File: config.mk
export PLATFORM = sky130hd
export DESIGN_NAME = pc_branch_ctrl
export DESIGN_NICKNAME = d
export VERILOG_FILES = /design/src/rtl/proc_pkg.sv /design/src/rtl/branch_lut.sv /design/src/rtl/pc_branch_ctrl.sv
export SDC_FILE = /design/constraint.sdc
export NUM_CORES = 1
export LEC_CHECK = 0
export BUFFER_PORTS_ARGS = -buffer_cell sky130_fd_sc_hd__buf_2
export CAP_MARGIN = 20
export CELL_PAD_IN_SITES_DETAIL_PLACEMENT = 0
export CELL_PAD_IN_SITES_GLOBAL_PLACEMENT = 2
export CORE_MARGIN = 3
export CORE_UTILIZATION = 45
export DETAILED_ROUTE_END_ITERATION = 8
export GPL_TIMING_DRIVEN = 0
export PLACE_DENSITY_LB_ADDON = 0.1
export SETUP_SLACK_MARGIN = 0.4
export SKIP_LAST_GASP = 1
export SYNTH_ARGS = -nofsm -noshare
export SYNTH_HDL_FRONTEND = slang
export SYNTH_HIERARCHICAL = 1
export SYNTH_SLANG_ARGS = --single-unit
File: constraint.sdc
create_clock -name clk_i -period 2.15 [get_ports clk_i]
set_clock_uncertainty 0.1 [all_clocks]
set_input_delay 0.43 -clock clk_i [delete_from_list [all_inputs] [get_ports clk_i]]
set_output_delay 0.43 -clock clk_i [all_outputs]
set_load 0.01 [all_outputs]
File: src/rtl/proc_pkg.sv
// rtl/proc_pkg.sv - shared fetch-sequencer types and default widths
package proc_pkg;

  localparam int PC_W_DEF   = 10;
  localparam int LUT_AW_DEF = 5;

  typedef enum logic [1:0] {
    IDLE = 2'd0,
    RUN  = 2'd1,
    DONE = 2'd2
  } pc_state_t;

endpackage

File: src/rtl/branch_lut.sv
// rtl/branch_lut.sv - branch target table, one sync write port, one async read port
module branch_lut #(
  parameter int PC_W   = 10,
  parameter int LUT_AW = 5
) (
  input  logic              clk_i,
  input  logic              reset_i,
  input  logic              we_i,
  input  logic [LUT_AW-1:0] waddr_i,
  input  logic [PC_W-1:0]   wdata_i,
  input  logic [LUT_AW-1:0] raddr_i,
  output logic [PC_W-1:0]   rdata_o
);

  logic [PC_W-1:0] mem_q [2**LUT_AW];

  always_ff @(posedge clk_i) begin
    if (reset_i) begin
      for (int i = 0; i < 2**LUT_AW; i++) begin
        mem_q[i] <= '0;
      end
    end else if (we_i) begin
      mem_q[waddr_i] <= wdata_i;
    end
  end

  // Read sees pre-edge contents, so a same-cycle write lands only on the next read
  assign rdata_o = mem_q[raddr_i];

endmodule

File: src/rtl/pc_branch_ctrl.sv
// rtl/pc_branch_ctrl.sv - program counter with LUT-redirected branches and Start/Done handshake
module pc_branch_ctrl
  import proc_pkg::*;
#(
  parameter int PC_W   = PC_W_DEF,
  parameter int LUT_AW = LUT_AW_DEF
) (
  input  logic              clk_i,
  input  logic              reset_i,
  input  logic              start_i,
  input  logic              branch_en_i,
  input  logic              taken_i,
  input  logic [LUT_AW-1:0] tgt_idx_i,
  input  logic              halt_i,
  input  logic              lut_we_i,
  input  logic [LUT_AW-1:0] lut_waddr_i,
  input  logic [PC_W-1:0]   lut_wdata_i,
  output logic [PC_W-1:0]   pc_o,
  output logic              done_o,
  output logic              running_o
);

  pc_state_t       state_q, state_d;
  logic [PC_W-1:0] pc_q, pc_d;
  logic [PC_W-1:0] lut_rdata;
  logic            start_q;
  logic            done_q;
  logic            running_q;

  branch_lut #(
    .PC_W   (PC_W),
    .LUT_AW (LUT_AW)
  ) u_lut (
    .clk_i   (clk_i),
    .reset_i (reset_i),
    .we_i    (lut_we_i),
    .waddr_i (lut_waddr_i),
    .wdata_i (lut_wdata_i),
    .raddr_i (tgt_idx_i),
    .rdata_o (lut_rdata)
  );

  always_comb begin
    state_d = state_q;
    pc_d    = pc_q;
    unique case (state_q)
      IDLE: begin
        pc_d = '0;
        // Falling edge of Start launches the program; start_q is cleared by reset
        if (!start_i && start_q) state_d = RUN;
      end
      RUN: begin
        if (start_i) begin
          state_d = IDLE;
          pc_d    = '0;
        end else if (halt_i) begin
          state_d = DONE;
        end else if (branch_en_i && taken_i) begin
          pc_d = lut_rdata;
        end else begin
          pc_d = pc_q + PC_W'(1);
        end
      end
      DONE: begin
        if (start_i) begin
          state_d = IDLE;
          pc_d    = '0;
        end
      end
      default: begin
        state_d = IDLE;
        pc_d    = '0;
      end
    endcase
  end

  always_ff @(posedge clk_i) begin
    if (reset_i) begin
      state_q   <= IDLE;
      pc_q      <= '0;
      start_q   <= 1'b0;
      done_q    <= 1'b0;
      running_q <= 1'b0;
    end else begin
      state_q   <= state_d;
      pc_q      <= pc_d;
      start_q   <= start_i;
      done_q    <= (state_d == DONE);
      running_q <= (state_d == RUN);
    end
  end

  assign pc_o      = pc_q;
  assign done_o    = done_q;
  assign running_o = running_q;

endmodule

Yosys cells after proc, flatten, opt, wreduce, memory -nomap -nowiden:

Memories as Yosys holds them, arrays and structs flattened.
Cells that the tools add are included.

* flip-flop bits (word level): 15
* bits in writable memories: 320
* output and inout port bits: 12
* word-level logic and storage cells: 37
* memories kept: 1

* add/subtract/negate cells: 1
* equality and inequality tests: 6
* multiplexer cells: 18
* reduce and logical (&&, ||, !) cells: 6

Memories
* u_lut.mem_q: words 32, bits a word 10, rd ports 1, clocked after Yosys merged registers in 0, wr ports 32, line branch_lut.sv:15 `logic [PC_W-1:0] mem_q [2**LUT_AW];`

Operators with widths (count)
* $mux W10: 5
* $pmux W10 S2: 1
* $add A10 B1 Y10 const B: 1
* $reduce_or A10 Y1: 1
* $mux W2: 4
* $mux W1: 6
* $pmux W2 S3: 1
* $mux W5: 1
* $eq A2 B1 Y1 const B: 2
* $eq A2 B2 Y1 const B: 2
* $ne A3 B3 Y1 const B: 1
* $logic_and A1 B1 Y1: 2
* $logic_not A2 Y1: 1
* $ne A2 B2 Y1 const B: 1
* $reduce_and A2 Y1: 1
* $logic_not A1 Y1: 1

Logic depth before layout (Yosys ltp):

* word-level depth: 5
* depth in mapped cells: 11

Cells and area by module:

The synthesis kept the hierarchy.

Modules (own cells, without submodules)
* branch_lut: instances 1, cells each 1143, area an instance 15252.1 um^2, sequential area each 9609.2 um^2
* pc_branch_ctrl: instances 1, cells each 90, area an instance 768.2 um^2, sequential area each 300.3 um^2

Least setup slack after synthesis:

Ideal clock, no wire load.

* path kind: input port to flip-flop
* from: input port tgt_idx_i[1]
* to: register pc_q[0], in the netlist pc_o[0]
* library setup time: 118 ps
* data arrival time: 1786 ps
* data required time: 1932 ps
* slack: 145 ps
* stages on the path: 11
* buffers on the path: 3
* cells stage by stage: buf_4 buf_6 buf_4 mux2i_1 a22oi_1 a31oi_1 nand3_1 nand4b_1 o311ai_1 a22oi_1 nor3_1

* cells in the longest elaborated chain, start to end: 5

Ends and longest elaborated chain
* from (decl): line pc_branch_ctrl.sv:13 `input logic [LUT_AW-1:0] tgt_idx_i,`
* $mem_v2 Z32 W10
* via lut_rdata[0]: line pc_branch_ctrl.sv:25 `logic [PC_W-1:0] lut_rdata;`
* $mux W10: line pc_branch_ctrl.sv:58 `end else if (branch_en_i && taken_i) begin`
* $mux W10: line pc_branch_ctrl.sv:56 `end else if (halt_i) begin`
* $mux W10: line pc_branch_ctrl.sv:53 `if (start_i) begin`
* $pmux W10 S2: line pc_branch_ctrl.sv:46 `unique case (state_q)`
* to (signal assigned): line pc_branch_ctrl.sv:86 `pc_q <= pc_d;`
* to (decl): line pc_branch_ctrl.sv:24 `logic [PC_W-1:0] pc_q, pc_d;`

The timed path passes the listed nets, and every way through them passes these cells. The select of a mux whose other input is x is not followed.
A chain may end at the register's enable or synchronous reset.

Worst setup path in the final report:

* from: input port tgt_idx_i[2]
* to: register pc_q[1], in the netlist pc_o[1]

Same word-level chain as after synthesis.

==> impl_results.md <==
- Routability cong.: 0.8667
- WL final: 44040 um
- Area share of the largest cell type after synthesis: 59.98%
- Leak Pwr: 0.006943 uW
- DRC viols: 0
- RSZ-0062 raised after global routing: yes
- Wire length of the first global-routing pass: 64200 um
- PwrDens: 838.9 mW/mm^2
- Cell Rows: 68
- Layout Nets: 1341
- Max IR drop VDD: 0.4707 mV
- Pre-Repair DR Iteration Count: 5
- Setup slack, reg-to-reg: 0.29 ns
- Cell area after synthesis: 0.01602 sq mm
- Commonest non-fill, non-tap cell in the layout: edfxtp_1
- Overall Global Routing Usage: 23.09%
- Routed WL per cell: 24.56 um
- Layout area overhead: 15.11%
- CTS Buffer Depth: 3
- Final worst setup slack: 0.1980 ns
- Largest net degree at the start of global routing: 14
- Pre-CTS setup slack: -0.8726 ns
- Clk sinks: 335
- Number of global-route vias before repair: 9697
- Port Buffers: 37
- Run status: completed
- Actual slew at the worst max-slew pin: 0.8798 ns
- WP data required: 2.49 ns
- Final Hold Fails: 0
- Die W: 194.7 um
- Placement Cell Area: 0.01686 sq mm
- Min cycle time layout: 1.952 ns
- H-tree Lvls: 2
- # fillers: 2929
- Post-CTS Hold Fix Bufs: 0
- Post-synthesis cell type count: 43
- Most frequent cells in the layout: 320 x edfxtp_1, 306 x and2_1, 150 x mux2i_1
- Maximum clock rate: 512.3 MHz
- Reg-to-Reg End: pc_o[1]$_SDFFE_PP0P_
- CP Launch Type: input port
- Hold Crit Class: in2reg
- Final ANT Viol Nets: 0
- Hold path depth: 2
- I/O pin cnt: 39
- Final period utilization: 90.79%
- FF-to-FF path depth: 7
- Post-synth EDFFs: 320
- Initial Utilization: 46.04%
- Core Footprint: 0.03480 sq mm
- TritonCTS clock tree: yes
- FF-to-FF Start: u_lut/mem_q[7][1]$_SDFFCE_PN0P_
- Die area: 0.03790 sq mm
- Syn_area_per_cell: 12.99 sq um
- Critical path startpoint: tgt_idx_i[2]
- Rel. slew slack: 41.35%
- TritonCTS Buffers: 39
- Synth Instances: 1233
- Hold Path Origin: start_i
- Total gr overflow: 0
- Post-synth top flop: edfxtp_1
- Final cell utilization of the core: 53.00%
- Crit-path max FO: 10
- Max-Cap Viols: 0
- Setup CP Type: in2reg
- Yosys top cell by area: edfxtp_1
- Ranking of synthesized cells by area: edfxtp_1 60%, and2_1 12%, mux2i_1 10%
- Finished Cell Area: 0.01844 sq mm
- Clock network latency to the later pin of the worst-skew pair: 0.53 ns
- Syn_nets: 1261
- Yosys warning count: 6
- DR iter-0 viols: 660
- Final setup viols: 0
- Crit end category: register
- Reg clk slew, reported paths: 0.05 ns
- Root buffer selected by CTS: clkbuf_16
- Share of layout cells above drive strength 1: 19.51%
- Post-synthesis sequential area ratio: 61.86%
- DIE HEIGHT: 194.7 um
- #FFs+latches synth: 335
- Fraction of registers with async set/reset: 0%
- ANT cells: 0
- Hold Path End: pc_o[0]$_SDFFE_PP0P_
- Initial antenna violation count: 0
- Vias: 9676
- Worst EP arrival: 2.30 ns
- Dpl hpwl: 30210 um
- Max Slew Vio Count: 0
- Via density: 5.397
kinds of logic (layout without fill, tap and decap cells):
logic type | count (synthesis) | count (layout) | synth area share, %
mux | 161 | 161 | 10.06
buf+inv | 112 | 217 | 3.694
fa+ha+maj | 1 | 1 | 0.07809
compound gates | 120 | 120 | 5.233
flops | 335 | 335 | 61.86
simple gates | 504 | 504 | 19.08
power breakdown:
part	internal, uW	total [uW]	switching, uW	leakage, uW
clock network	4090	6650	2550	0.000628
registers	7470	7560	92.8	0.00317
logic	418	1260	842	0.00315
total	12000	15500	3490	0.00694
through the flow:
stage | cells | TNS (ns) | total power, uW | hold slack, ns
6_report | 1793 | 0 | 15470 | 0.03436
5_1_grt | 1793 | 0 | 16010 | 0.02855
3_3_place_gp | 1725 | -112.11 | 8871 | 0.3619
2_1_floorplan | 1233 | 0 | 8376 | 0.3544
3_5_place_dp | 1725 | -120.29 | 8890 | 0.3779
4_1_cts | 1793 | 0 | 15580 | 0.01602
worst max path at each step:
stage                           end
2_1_floorplan  pc_o[0]$_SDFFE_PP0P_
3_3_place_gp   pc_o[0]$_SDFFE_PP0P_
3_5_place_dp   pc_o[0]$_SDFFE_PP0P_
4_1_cts        pc_o[0]$_SDFFE_PP0P_
5_1_grt        pc_o[0]$_SDFFE_PP0P_
6_report       pc_o[1]$_SDFFE_PP0P_
cell type report:
| type | count | area (sq um) | share of cell area [%] |
|---|---|---|---|
| multi-input cells | 786 | 5769 | 31.28 |
| inverters | 2 | 7.507 | 0.04071 |
| plain buffers | 110 | 705.7 | 3.827 |
| clock buffers | 44 | 1015 | 5.502 |
| flip-flops and latches | 335 | 9910 | 53.74 |
| clock inverters | 22 | 265.3 | 1.438 |
| repair buffers | 39 | 200.2 | 1.086 |
| well taps | 455 | 569.3 | 3.087 |
sequential cells by signal, indices dropped and copies added, names as in the netlist:
| register | cells |
|---|---|
| u_lut/mem_q | 320 |
| pc_o | 10 |
| state_q | 2 |
| done_o | 1 |
| running_o | 1 |
| start_q | 1 |
repair_timing:
item / CTS / global route
gates resized for setup: 47 / 31
endpoints found under the setup margin: 350 / 23
pin swaps: 9 / 11
setup buffers: 2 / 0
worst max-delay path: stages:
cell and delay [ns]:
buf_2 0.15, and2_1 0.17, clkbuf_8 0.16, buf_6 0.15
a22o_1 0.26, nor3_1 0.47, a31oi_1 0.09, nand3_1 0.18
mux2i_1 0.10, o21ai_1 0.13
synthesized netlist by cell type (15+ instances only):
library cell	count
a22oi_1	45
mux2i_1	161
a21oi_1	26
nand2_1	26
nor2_1	33
dfxtp_1	15
or2_2	33
nand3_1	25
and2_2	16
clkbuf_1	62
edfxtp_1	320
a22o_1	20
and2_1	306
per-layer routing:
| metal | vias up | share of wire (%) | track usage (%) |
|---|---|---|---|
| li1 | 4581 | - | - |
| met4 | 0 | 3.1 | 6.569 |
| met5 | - | 0 | 0 |
| met2 | 234 | 48 | 38.46 |
| met3 | 81 | 4.0 | 2.981 |
| met1 | 4780 | 45 | 32.06 |
No activity file was read; power rests on OpenSTA's default activity.
